[src/rtl/yid_pkg.sv]
// rtl/yid_pkg.sv - shared opcodes, immediate formats and field extractors for the ID stage
package yid_pkg;

  localparam logic [6:0] OP_LOAD   = 7'b0000011;
  localparam logic [6:0] OP_IMM    = 7'b0010011;
  localparam logic [6:0] OP_JALR   = 7'b1100111;
  localparam logic [6:0] OP_STORE  = 7'b0100011;
  localparam logic [6:0] OP_BRANCH = 7'b1100011;
  localparam logic [6:0] OP_LUI    = 7'b0110111;
  localparam logic [6:0] OP_AUIPC  = 7'b0010111;
  localparam logic [6:0] OP_JAL    = 7'b1101111;
  localparam logic [6:0] OP_REG    = 7'b0110011;

  typedef enum logic [2:0] {FMT_I, FMT_S, FMT_B, FMT_U, FMT_J, FMT_NONE} imm_fmt_e;

  // 32-bit sign-extended immediates; callers widen to XLEN
  function automatic logic [31:0] imm_i(input logic [31:0] ins);
    return {{20{ins[31]}}, ins[31:20]};
  endfunction

  function automatic logic [31:0] imm_s(input logic [31:0] ins);
    return {{20{ins[31]}}, ins[31:25], ins[11:7]};
  endfunction

  function automatic logic [31:0] imm_b(input logic [31:0] ins);
    return {{19{ins[31]}}, ins[31], ins[7], ins[30:25], ins[11:8], 1'b0};
  endfunction

  function automatic logic [31:0] imm_u(input logic [31:0] ins);
    return {ins[31:12], 12'b0};
  endfunction

  function automatic logic [31:0] imm_j(input logic [31:0] ins);
    return {{11{ins[31]}}, ins[31], ins[19:12], ins[20], ins[30:21], 1'b0};
  endfunction

  function automatic imm_fmt_e fmt_of(input logic [6:0] opcode);
    case (opcode)
      OP_LOAD, OP_IMM, OP_JALR: return FMT_I;
      OP_STORE:                 return FMT_S;
      OP_BRANCH:                return FMT_B;
      OP_LUI, OP_AUIPC:         return FMT_U;
      OP_JAL:                   return FMT_J;
      default:                  return FMT_NONE;
    endcase
  endfunction

endpackage

[src/rtl/yid_immgen.sv]
// rtl/yid_immgen.sv - combinational immediate generator selected by opcode
module yid_immgen
  import yid_pkg::*;
#(
  parameter int XLEN = 32
) (
  input  logic [31:0]     ins,
  output logic [XLEN-1:0] imm,
  output imm_fmt_e        fmt
);

  logic [31:0] raw;

  always_comb begin
    fmt = fmt_of(ins[6:0]);
    raw = 32'd0;
    case (fmt)
      FMT_I:   raw = imm_i(ins);
      FMT_S:   raw = imm_s(ins);
      FMT_B:   raw = imm_b(ins);
      FMT_U:   raw = imm_u(ins);
      FMT_J:   raw = imm_j(ins);
      default: raw = 32'd0;
    endcase
    imm = XLEN'($signed(raw));
  end

endmodule

[src/rtl/yid_stage.sv]
// rtl/yid_stage.sv - pipelined RV32I decode stage with register file, hazard detect and ID/EX register
module yid_stage
  import yid_pkg::*;
#(
  parameter int XLEN   = 32,
  parameter int NREG   = 32,
  parameter int BYPASS = 1,
  localparam int RW    = $clog2(NREG)
) (
  input  logic            clk,
  input  logic            rst,
  input  logic            in_valid,
  input  logic [31:0]     in_ins,
  input  logic [XLEN-1:0] in_pc,
  input  logic            wb_we,
  input  logic [RW-1:0]   wb_rd,
  input  logic [XLEN-1:0] wb_data,
  input  logic            ex_mem_read,
  input  logic [RW-1:0]   ex_rd,
  input  logic            flush,
  output logic            stall_out,
  output logic            out_valid,
  output logic [XLEN-1:0] out_pc,
  output logic [XLEN-1:0] out_rd1,
  output logic [XLEN-1:0] out_rd2,
  output logic [XLEN-1:0] out_imm,
  output logic [XLEN-1:0] out_branch,
  output logic [XLEN-1:0] out_jtarget,
  output logic [RW-1:0]   out_rs1,
  output logic [RW-1:0]   out_rs2,
  output logic [RW-1:0]   out_rd,
  output logic [6:0]      out_opcode,
  output logic [2:0]      out_funct3,
  output logic [6:0]      out_funct7
);

  logic [XLEN-1:0] rf [NREG];

  logic [RW-1:0]   rs1, rs2, rd;
  logic [XLEN-1:0] rd1, rd2, imm, b_off, j_off;
  imm_fmt_e        fmt;
  logic            rs2_used;

  assign rs1 = in_ins[15 +: RW];
  assign rs2 = in_ins[20 +: RW];
  assign rd  = in_ins[7 +: RW];

  yid_immgen #(.XLEN(XLEN)) u_immgen (
    .ins (in_ins),
    .imm (imm),
    .fmt (fmt)
  );

  // Targets use their own offsets so both exist for every opcode
  assign b_off = XLEN'($signed(imm_b(in_ins)));
  assign j_off = XLEN'($signed(imm_j(in_ins)));

  function automatic logic [XLEN-1:0] rf_read(input logic [RW-1:0] idx);
    if (idx == '0)
      return '0;
    else if (BYPASS != 0 && wb_we && wb_rd == idx)
      return wb_data;
    else
      return rf[idx];
  endfunction

  always_comb begin
    rd1 = rf_read(rs1);
    rd2 = rf_read(rs2);
  end

  assign rs2_used  = (fmt == FMT_S) || (fmt == FMT_B) || (in_ins[6:0] == OP_REG);
  assign stall_out = in_valid && ex_mem_read && (ex_rd != '0) &&
                     ((ex_rd == rs1) || (rs2_used && ex_rd == rs2));

  always_ff @(posedge clk) begin
    if (rst) begin
      for (int i = 0; i < NREG; i++) rf[i] <= '0;
    end else if (wb_we && wb_rd != '0) begin
      rf[wb_rd] <= wb_data;
    end
  end

  always_ff @(posedge clk) begin
    if (rst) begin
      out_valid   <= 1'b0;
      out_pc      <= '0;
      out_rd1     <= '0;
      out_rd2     <= '0;
      out_imm     <= '0;
      out_branch  <= '0;
      out_jtarget <= '0;
      out_rs1     <= '0;
      out_rs2     <= '0;
      out_rd      <= '0;
      out_opcode  <= '0;
      out_funct3  <= '0;
      out_funct7  <= '0;
    end else if (flush || stall_out) begin
      out_valid <= 1'b0;
    end else begin
      out_valid   <= in_valid;
      out_pc      <= in_pc;
      out_rd1     <= rd1;
      out_rd2     <= rd2;
      out_imm     <= imm;
      out_branch  <= in_pc + b_off;
      out_jtarget <= in_pc + j_off;
      out_rs1     <= rs1;
      out_rs2     <= rs2;
      out_rd      <= rd;
      out_opcode  <= in_ins[6:0];
      out_funct3  <= in_ins[14:12];
      out_funct7  <= in_ins[31:25];
    end
  end

endmodule

[config.mk]
export PLATFORM = sky130hd
export DESIGN_NAME = yid_stage
export DESIGN_NICKNAME = d
export VERILOG_FILES = /design/src/rtl/yid_pkg.sv /design/src/rtl/yid_immgen.sv /design/src/rtl/yid_stage.sv
export SDC_FILE = /design/constraint.sdc
export NUM_CORES = 2
export LEC_CHECK = 0
export BUFFER_PORTS_ARGS = -buffer_cell sky130_fd_sc_hd__buf_4
export CORE_MARGIN = 2
export CORE_UTILIZATION = 50
export DETAILED_ROUTE_END_ITERATION = 8
export HOLD_SLACK_MARGIN = 0.15
export PLACE_DENSITY = 0.79
export SLEW_MARGIN = 10
export SYNTH_ARGS = -nofsm -noshare
export SYNTH_HDL_FRONTEND = slang
export SYNTH_SLANG_ARGS = --single-unit
[constraint.sdc]
create_clock -name clk -period 4.4 [get_ports clk]
set_input_delay 0.66 -clock clk [delete_from_list [all_inputs] [get_ports clk]]
set_output_delay 0.66 -clock clk [all_outputs]
set_load 0.01 [all_outputs]
==> key figures <==
Detailed routing
  • Routed Wire Length: 209000 um
  • DR DRC count: 0
  • Vias after detailed routing: 44710
  • DR iter-0 viols: 7170
  • TritonRoute pass-1 iters: 6
  • Via/cell ratio: around 6.7
  • Wire per inst: 31.3 um
  • ANT nets after route: 0

Layout
  • Most common cell after layout, fill and taps aside: edfxtp_1
  • Most frequent cells in the layout: edfxtp_1 (1024), and2_1 (995), mux4_2 (640)
  • Finished Layout Cells: 6677
  • Area growth, synth to finish: 13.7%
  • Nets@finish: about 5000
  • Fraction of layout cells with a size suffix above 1: ~28%

Pwr
  • Power per cell area: just under 400 nW/um^2
  • Pint: between 20 and 25 mW
  • Combinational Power Share: 13.7%
  • Leak: approximately 26 nW
  • Flop pwr share: 48.2%
  • Clock power share: 38.1%
  • Peak supply drop: 363 uV
  • Switching power total: approximately 7.4 mW
  • Switching part of the total: about a quarter

Worst setup path
  • Buf+Inv Stages, Crit Path: 4
  • Critical path data required time: 3.74 ns
  • CP cell instances: dlygate4sd3_1, buf_4, nand2_2, or4b_4, a2111oi_4, o21ai_2, inv_4, buf_4
  • Worst r2r dst: out_rd1[25]
  • CP max stage cell: or4b_4
  • FF-to-FF Start: rf[23][25]
  • Worst setup EP type: primary output
  • Setup CP Type: in2out
  • Crit Path Max Fanout: 9
  • Worst path most repeated cell: buf_4
  • Family with the most delay on the worst path: buffers and inverters
  • Critical path depth in cells: 8
  • Worst reg2reg setup slack: between 2 and 2.5 ns
  • Worst endpoint data arrival time: 2.98 ns
  • R2R cell count: 5
  • Worst path max stage delay: 0.60 ns
  • CP startpoint kind: input port

Clock tree
  • H-Tree Depth: 3
  • Setup repair bufs after CTS: 0
  • Max clock buf depth: 3
  • Post_cts resized: 0
  • Clock Latency Late Sink: ~0.8 ns
  • Cts bufs inserted: between 100 and 150
  • CTS tree: built
  • Sinks on Clock Net: 1247
  • Root buf cell: clkbuf_16
  • # hold bufs at CTS: 22
  • Clock-pin transition on the worst setup and hold timing paths: 0.06 ns

STA
  • Setup TNS Final: 0 ns
  • Final Hold Fails: 0
  • RSZ-0062 raised after global routing: no
  • Period utilization: 82.8%
  • Skew final: approximately 0.06 ns
  • Maximum clock rate: 0.274 GHz
  • Relative slew slack: roughly 4.6%
  • Slew Limit Fails: 0
  • Setup violations, final: 0
  • Final min period: 3.64 ns
  • Final worst setup slack: roughly 0.76 ns
  • Slew of the pin with the lowest slew margin: 1.43 ns

Floorplan
  • DIE HEIGHT: 365 um
  • Die outline width: 365 um
  • # rows: 132
  • # IOs: 338
  • Starting Density: 50.4%
  • Core area: 129000 sq um
  • Die area: 133000 sq um

Min path
  • Hold Path Depth: 3
  • Worst Hold End: out_pc[10]
  • Hold Startpoint: in_pc[10]
  • HP Class: in2reg

Synthesis
  • Cell taking the most area after synthesis: edfxtp_1
  • Number of synthesized flops with an enable pin: 1024
  • Synth unique cells: between 70 and 80
  • Synth Flop Type: edfxtp_1
  • Mapped Area: 65100 sq um
  • Yosys warnings: 0
  • Seq cells post-synth: ~1200
  • Synth area leaders: edfxtp_1 (47%), mux4_2 (22%), and2_1 (9.6%)
  • Yosys top cell area share: 47.2%
  • Seq/Total Area, Yosys: 54.1%
  • Mapped Avg Cell Area: 14.0 sq um
  • Async set-reset flop share out of synthesis: 0%
  • Cell count after synthesis: 4655

Placed design
  • Pre-CTS WS: 0.769 ns
  • Placer Congestion: 0.915
  • Placed instance count: 6416
  • Dpl hpwl: between 100000 and 150000 um
  • I/O Buffers: 337

Global route
  • GR Util All Layers: between 30% and 40%
  • Grt ovf: 0
  • Antenna violations before repair: 21
  • Largest net degree at the start of global routing: 146
  • Vias in the first global route: 44109
  • First-pass GRT wire length: 299000 um

Status
  • Status: complete, no violations

Run
  • Max Cap Viol: 0
==> metrics by stage <==
step | power [mW] | util [%] | hold slack [ns] | cell area (sq um)
2_1_floorplan | 16.4 | - | 0.471 | 65300
3_3_place_gp | 17.9 | 53.9 | 0.436 | 69700
3_5_place_dp | 18.0 | 53.9 | 0.443 | 69700
4_1_cts | 28.8 | 57.3 | 0.152 | 74100
5_1_grt | 29.5 | 57.3 | 0.173 | 74100
6_report | 28.9 | 57.3 | 0.177 | 74100
==> sequential cells by signal, summed over array words and instances (netlist names), 7 cells and up <==
| signal | flops |
|---|---|
| out_branch | 31 |
| out_funct7 | 7 |
| out_imm | 32 |
| out_jtarget | 31 |
| out_opcode | 7 |
| out_pc | 32 |
| out_rd1 | 32 |
| out_rd2 | 32 |
| rf | 1024 |
==> worst max-delay path by stage <==
stage	to	slack, ns	from
finish	stall_out	0.76	in_ins[0]
global route	stall_out	0.69	in_ins[0]
CTS	stall_out	0.80	in_ins[1]
detailed placement	out_jtarget[31]	0.77	in_ins[21]
global placement	out_jtarget[31]	0.82	in_ins[21]
floorplan	rf[28][0]	-0.05	wb_rd[2]
==> cell families (layout without fill, tap and decap cells) <==
| kind of cell | after synthesis | after routing | synth area share [%] |
|---|---|---|---|
| fa+ha+maj | 45 | 45 | 0.887 |
| other cells | 1 | 41 | 0.00576 |
| xor+xnor | 54 | 54 | 0.726 |
| mux | 642 | 642 | 22.2 |
| compound gates | 546 | 546 | 5.44 |
| buf+inv | 497 | 737 | 3.12 |
| flops | 1247 | 1247 | 54.1 |
| simple gates | 1623 | 1623 | 13.6 |
==> cell type report <==
cell class                      count  area, sq um
Clock buffer                      156         3280
Multi-Input combinational cell   2942        28500
Tap cell                         1742         2180
Fill cell                        9779        55200
Sequential cell                  1247        35200
Antenna cell                        9         22.5
Inverter                           24         98.8
Clock inverter                     74          890
Timing Repair Buffer              483         3930
==> per-layer routing <==
layer | global-route usage, % | up-vias | wire length, um
li1 | - | 17954 | -
met1 | 40.0 | 22251 | 71000
met2 | 47.9 | 3739 | 95800
met3 | 9.87 | 744 | 30300
met4 | 15.6 | 22 | 11900
met5 | 0 | - | 161
==> cell usage after synthesis (5+ instances only) <==
cell      instances
nand2b_1          5
buf_4            11
nor3_1           22
nand2_1         337
mux4_2          640
and2_1          995
o21a_1           69
nor2_1          168
dfxtp_1         223
a21boi_0          7
a21o_1           16
a211oi_1         37
o221ai_1         64
a221oi_1          6
o211ai_1         12
ha_1             43
o21ai_1          17
o311ai_0          6
a22o_1            5
nand3_1          32
nand4_1          14
xor2_1           25
a211o_1           6
xnor2_1          29
inv_1            23
a21oi_1         155
nor4_1            9
or4_1             6
edfxtp_1       1024
buf_1            27
o21ai_0         111
clkbuf_1        354
or3_1             8
buf_2            77
nand3b_1          9
==> power groups by stage <==
stage | logic, mW | registers (mW) | clock network (mW)
CTS | 3.91 | 13.9 | 11.0
floorplan | 2.38 | 14.0 | 0
finish | 3.97 | 13.9 | 11.0
global route | 4.13 | 14.0 | 11.5
global placement | 3.82 | 14.0 | 0
detailed placement | 3.87 | 14.1 | 0
==> worst reg2reg max path, delay by kind of cell, from the launching register on <==
kind / cells / cell delay, ns
AOI/OAI and AO/OA: 2 / 0.33
DFF: 1 / 0.41
and+or+nand+nor: 1 / 0.20
muxes: 2 / 1.06
(Power assumes the default switching activity.)
